[src/rtl/dmem_arbiter.sv]
// dmem_arbiter: two-requester arbiter/sequencer for a single-port DataMemory.
// Define DMEM_ARB_FIXED_PRIO_EN to make port 0 win every tie (port 1 can starve).
module dmem_arbiter #(
    parameter int ADDR_W    = 32,
    parameter int DATA_W    = 32,
    parameter int MEM_DEPTH = 256
) (
    input  logic              clk,
    input  logic              rst_n,
    input  logic              req0,
    input  logic              we0,
    input  logic [ADDR_W-1:0] addr0,
    input  logic [DATA_W-1:0] wdata0,
    output logic              ack0,
    output logic              err0,
    output logic [DATA_W-1:0] rdata0,
    input  logic              req1,
    input  logic              we1,
    input  logic [ADDR_W-1:0] addr1,
    input  logic [DATA_W-1:0] wdata1,
    output logic              ack1,
    output logic              err1,
    output logic [DATA_W-1:0] rdata1,
    output logic [ADDR_W-1:0] mem_addr,
    output logic              mem_rbar_w,
    output logic [DATA_W-1:0] mem_wdata,
    input  logic [DATA_W-1:0] mem_rdata,
    output logic              busy
);

    localparam logic [1:0] ST_IDLE   = 2'd0;
    localparam logic [1:0] ST_SETUP  = 2'd1;
    localparam logic [1:0] ST_ACCESS = 2'd2;
    localparam logic [1:0] ST_DONE   = 2'd3;

    // One extra bit keeps the compare unsigned over the full address width.
    localparam logic [ADDR_W:0] DEPTH_LIMIT = (ADDR_W+1)'(MEM_DEPTH);

    logic [1:0]        state_r;
    logic [1:0]        next_state_s;
    logic              busy_r;
    logic              grant_r;
    logic              we_r;
    logic              ack0_r;
    logic              ack1_r;
    logic              err0_r;
    logic              err1_r;
    logic [DATA_W-1:0] rdata0_r;
    logic [DATA_W-1:0] rdata1_r;
    logic [ADDR_W-1:0] mem_addr_r;
    logic              mem_rbar_w_r;
    logic [DATA_W-1:0] mem_wdata_r;

    logic              any_req_s;
    logic              tie_grant_s;
    logic              grant_s;
    logic              sel_we_s;
    logic [ADDR_W-1:0] sel_addr_s;
    logic [DATA_W-1:0] sel_wdata_s;
    logic              oor_s;

    assign any_req_s = req0 | req1;

`ifdef DMEM_ARB_FIXED_PRIO_EN
    // Fixed priority: port 0 takes every tie, so no fairness history is kept.
    always_comb begin
        tie_grant_s = 1'b0;
    end
`else
    logic last_grant_r;

    // Round-robin history: the port served last loses the next tie.
    always_ff @(posedge clk or negedge rst_n) begin
        if (!rst_n) begin
            last_grant_r <= 1'b1;
        end else if ((state_r == ST_IDLE) && any_req_s) begin
            last_grant_r <= grant_s;
        end else begin
            last_grant_r <= last_grant_r;
        end
    end

    // Tie winner is the port that did not win last time.
    always_comb begin
        tie_grant_s = ~last_grant_r;
    end
`endif

    // Select the winning requester and range-check its address.
    always_comb begin
        grant_s = 1'b0;
        if (req0 && req1) begin
            grant_s = tie_grant_s;
        end else if (req0) begin
            grant_s = 1'b0;
        end else begin
            grant_s = 1'b1;
        end
        sel_we_s    = grant_s ? we1    : we0;
        sel_addr_s  = grant_s ? addr1  : addr0;
        sel_wdata_s = grant_s ? wdata1 : wdata0;
        oor_s       = ({1'b0, sel_addr_s} >= DEPTH_LIMIT);
    end

    // Next-state decode; out-of-range requests skip straight to DONE.
    always_comb begin
        next_state_s = state_r;
        case (state_r)
            ST_IDLE: begin
                if (any_req_s) begin
                    next_state_s = oor_s ? ST_DONE : ST_SETUP;
                end else begin
                    next_state_s = ST_IDLE;
                end
            end
            ST_SETUP:  next_state_s = ST_ACCESS;
            ST_ACCESS: next_state_s = ST_DONE;
            ST_DONE:   next_state_s = ST_IDLE;
            default:   next_state_s = ST_IDLE;
        endcase
    end

    // Sequencer registers: every output is driven from a flop so rbar_w never glitches.
    always_ff @(posedge clk or negedge rst_n) begin
        if (!rst_n) begin
            state_r      <= ST_IDLE;
            busy_r       <= 1'b0;
            grant_r      <= 1'b0;
            we_r         <= 1'b0;
            ack0_r       <= 1'b0;
            ack1_r       <= 1'b0;
            err0_r       <= 1'b0;
            err1_r       <= 1'b0;
            rdata0_r     <= '0;
            rdata1_r     <= '0;
            mem_addr_r   <= '0;
            mem_rbar_w_r <= 1'b0;
            mem_wdata_r  <= '0;
        end else begin
            state_r <= next_state_s;
            busy_r  <= (next_state_s != ST_IDLE);
            ack0_r  <= 1'b0;
            ack1_r  <= 1'b0;
            err0_r  <= 1'b0;
            err1_r  <= 1'b0;
            case (state_r)
                ST_IDLE: begin
                    mem_rbar_w_r <= 1'b0;
                    if (any_req_s) begin
                        grant_r <= grant_s;
                        we_r    <= sel_we_s;
                        if (oor_s) begin
                            ack0_r <= ~grant_s;
                            err0_r <= ~grant_s;
                            ack1_r <= grant_s;
                            err1_r <= grant_s;
                        end else begin
                            mem_addr_r  <= sel_addr_s;
                            mem_wdata_r <= sel_wdata_s;
                        end
                    end else begin
                        grant_r <= grant_r;
                    end
                end
                ST_SETUP: begin
                    mem_rbar_w_r <= we_r;
                end
                ST_ACCESS: begin
                    mem_rbar_w_r <= 1'b0;
                    ack0_r       <= ~grant_r;
                    ack1_r       <= grant_r;
                    if (!we_r) begin
                        if (grant_r) begin
                            rdata1_r <= mem_rdata;
                        end else begin
                            rdata0_r <= mem_rdata;
                        end
                    end else begin
                        rdata0_r <= rdata0_r;
                    end
                end
                ST_DONE: begin
                    mem_rbar_w_r <= 1'b0;
                end
                default: begin
                    mem_rbar_w_r <= 1'b0;
                end
            endcase
        end
    end

    assign ack0       = ack0_r;
    assign ack1       = ack1_r;
    assign err0       = err0_r;
    assign err1       = err1_r;
    assign rdata0     = rdata0_r;
    assign rdata1     = rdata1_r;
    assign mem_addr   = mem_addr_r;
    assign mem_rbar_w = mem_rbar_w_r;
    assign mem_wdata  = mem_wdata_r;
    assign busy       = busy_r;

endmodule
[config.mk]
export PLATFORM = sky130hd
export DESIGN_NAME = dmem_arbiter
export DESIGN_NICKNAME = d
export VERILOG_FILES = /design/src/rtl/dmem_arbiter.sv
export SDC_FILE = /design/constraint.sdc
export NUM_CORES = 1
export LEC_CHECK = 0
export CELL_PAD_IN_SITES_DETAIL_PLACEMENT = 1
export CELL_PAD_IN_SITES_GLOBAL_PLACEMENT = 1
export CORE_MARGIN = 2
export CORE_UTILIZATION = 33
export CTS_CLUSTER_DIAMETER = 100
export DETAILED_ROUTE_END_ITERATION = 8
export PLACE_DENSITY = 0.86
export SETUP_SLACK_MARGIN = 0.5
export SYNTH_ARGS = -nofsm -noshare
export SYNTH_HDL_FRONTEND = slang
export SYNTH_SLANG_ARGS = --single-unit
export TNS_END_PERCENT = 30
[constraint.sdc]
create_clock -name clk -period 5.9 [get_ports clk]
set_input_delay 0.59 -clock clk [delete_from_list [all_inputs] [get_ports clk]]
set_output_delay 0.59 -clock clk [all_outputs]
set_load 0.05 [all_outputs]
==> impl_metrics.json <==
{
  "area.growth.synth_to_final_pct": 66.4,
  "cp.required_ns": 6.19,
  "start_util_pct": 34.1,
  "pwr_density_cell_nw_per_um2": 472,
  "io_pins": 300,
  "irDropWorstVdd_uv": 285,
  "dieArea_um2": 18300,
  "post_cts_resized": 0,
  "grt_max_degree": 73,
  "hold_path.class": "in2async",
  "fin_skew_ns": 0.00795,
  "htree_levels": 4,
  "total_leakage_power_nw": 4.12,
  "ys_seq_area_share_pct": 61.2,
  "syn_nets": 542,
  "nNetsFinal": 848,
  "drive_gt1_share_pct": 22.0,
  "synth_edf_count": 0,
  "clock-sinks": 139,
  "fmax_ghz": 0.284,
  "antenna_found_initial": 0,
  "endpoint_kind": "register",
  "grt_pass1_vias": 4860,
  "rsz0062_at_grt": "no",
  "worst_pin_slew_ns": 0.987,
  "ant_nets": 0,
  "yosysUniqueCellTypes": 31,
  "max-cap-violations": 0,
  "insertion_delay_ns": 0.41,
  "ys_ff_latch": 139,
  "post-route-min-period_ns": 3.53,
  "finalWorstSetupSlack_ns": 2.37,
  "dr_total_vias": 4268,
  "drt_pass1_iterations": 4,
  "syn_inst": 373,
  "drcViolationCount": 0,
  "clk_pin_slew_ns": 0.06,
  "design.core.area_um2": 16700,
  "die_w_um": 135,
  "cts_tree": "built",
  "critPathMaxFanout": 45,
  "slew_headroom_pct": 34.2,
  "ys.flop_type": "dfrtp_1",
  "hold_viol_final": 0,
  "vias_per_cell": 4.68,
  "setup_viol": 0,
  "drt_iter0_markers": 78,
  "wl_mm": 18.6,
  "cts_setup_buffers": 0,
  "wire_per_inst_um": 20.5,
  "place.gp.congestion": 0.924,
  "grtUsageTotal_pct": 20.7,
  "crit_arrival_ns": 3.81,
  "status": "finished, final reports clean",
  "startpoint_type": "input pin",
  "dp_hpwl_mm": 14.4,
  "grt_first_pass_wirelength_mm": 28.4,
  "synthArstFlopShare_pct": 100,
  "critPathKind": "in2reg",
  "yosysWarnings": 0,
  "fin_crit_sh_pct": 59.8,
  "syn_avg_cell_area_um2": 15.2,
  "n_antenna_cell": 0,
  "cts_buffers": 17,
  "die_h_um": 135,
  "clockBufferDepth": 2,
  "numPortBuffers": 299,
  "overflow": 0,
  "cts_root_buffer": "clkbuf_16",
  "postCtsHoldBufs": 0,
  "post-place-ws_ns": 1.94,
  "slew_viol_final": 0,
  "syn_area_um2": 5690,
  "row_count": 47,
  "fin_tns_setup_ns": 0
}
kinds of logic (layout without fill, tap and decap cells):
logic type / Yosys count / in the layout / share of synthesized area, %
AOI/OAI and AO/OA: 9 / 9 / 1.03
adders and majority gates: 3 / 3 / 0.660
DFF: 139 / 139 / 61.2
buffers and inverters: 22 / 340 / 2.22
and+or+nand+nor: 54 / 54 / 6.01
muxes: 146 / 146 / 28.9
path summary, 6_finish.rpt:
check / startpoint / endpoint / slack [ns] / cells after the start
max reg2reg: last_grant_r$_DFFE_PN1P_ / mem_wdata[17]$_DFFE_PN0P_ / 2.61 / 7
max: req1 / mem_wdata[17]$_DFFE_PN0P_ / 2.37 / 8
min: rst_n / mem_wdata[4]$_DFFE_PN0P_ / 0.16 / 1
min reg2reg: mem_wdata[18]$_DFFE_PN0P_ / mem_wdata[18]$_DFFE_PN0P_ / 0.48 / 1
max in group asynchronous: rst_n / err0$_DFF_PN0_ / 4.38 / 2
min in group clk: mem_wdata[18]$_DFFE_PN0P_ / mem_wdata[18]$_DFFE_PN0P_ / 0.48 / 1
cell type report:
cell class | instances | area [µm²]
Fill cell | 1642 | 7240
Sequential cell | 139 | 3480
Timing Repair Buffer | 305 | 3040
Multi-Input combinational cell | 212 | 2090
Clock buffer | 21 | 470
Tap cell | 220 | 275
Clock inverter | 10 | 93.8
Inverter | 4 | 15.0
report_power, final:
part / switching [mW] / internal [mW]
registers: 0.147 / 1.22
logic: 1.28 / 0.819
clock network: 0.392 / 0.610
state kept, by name (all words and copies together), names as in the netlist, 2 cells and up:
signal and cells:
mem_addr 32, mem_wdata 32, rdata0 32, rdata1 32, state_r 2
worst max-delay path, cell delays in order:
cell and delay, ns:
clkdlybuf4s50_1 0.50, nand2b_1 0.09, nand2_2 0.07, buf_4 0.48
nor3b_1 0.39, o21ba_2 0.83, buf_4 0.47, mux2_1 0.38
per-layer routing:
layer  GRT usage [%]  vias to the layer above  part of all wire (%)
li1                -                     1926                     -
met1            21.5                     2122                    36
met2            38.4                      190                    53
met3            7.37                       30                   8.6
met4            7.47                        0                   2.2
met5               0                        -                     0
synthesized netlist by cell type, types with 3 or more instances:
| cell | n | area, µm² |
|---|---|---|
| ha_1 | 3 | 37.5 |
| buf_1 | 3 | 11.3 |
| nor4_1 | 11 | 68.8 |
| nand2_1 | 5 | 18.8 |
| dfrtp_1 | 138 | 3450 |
| nand2b_1 | 3 | 18.8 |
| clkbuf_1 | 5 | 18.8 |
| nor2b_1 | 24 | 150 |
| mux2_2 | 109 | 1230 |
| buf_6 | 5 | 56.3 |
| buf_2 | 5 | 25.0 |
| mux2_1 | 36 | 405 |
| inv_1 | 4 | 15.0 |
placed cells by master (no fill, tap or decap), types with 4 or more instances in the layout:
master | netlist | final
mux2_2 | 109 | 109
buf_4 | 0 | 6
clkdlybuf4s50_1 | 0 | 298
mux2_1 | 36 | 36
nor4_1 | 11 | 11
nor2b_1 | 24 | 24
dfrtp_1 | 138 | 138
nand2_1 | 5 | 4
inv_1 | 4 | 4
clkbuf_16 | 0 | 17
stage by stage:
stage	power (mW)	cells	utilization (%)	hold slack, ns	area, µm²
after floorplan	2.66	373	-	0.294	5690
after global placement	3.41	880	53.3	0.467	8900
after detailed placement	3.49	880	53.3	0.477	8900
after CTS	4.53	911	56.7	0.176	9460
after global routing	4.66	911	56.7	0.197	9460
final	4.46	911	56.7	0.161	9460
(Power assumes the default switching activity.)
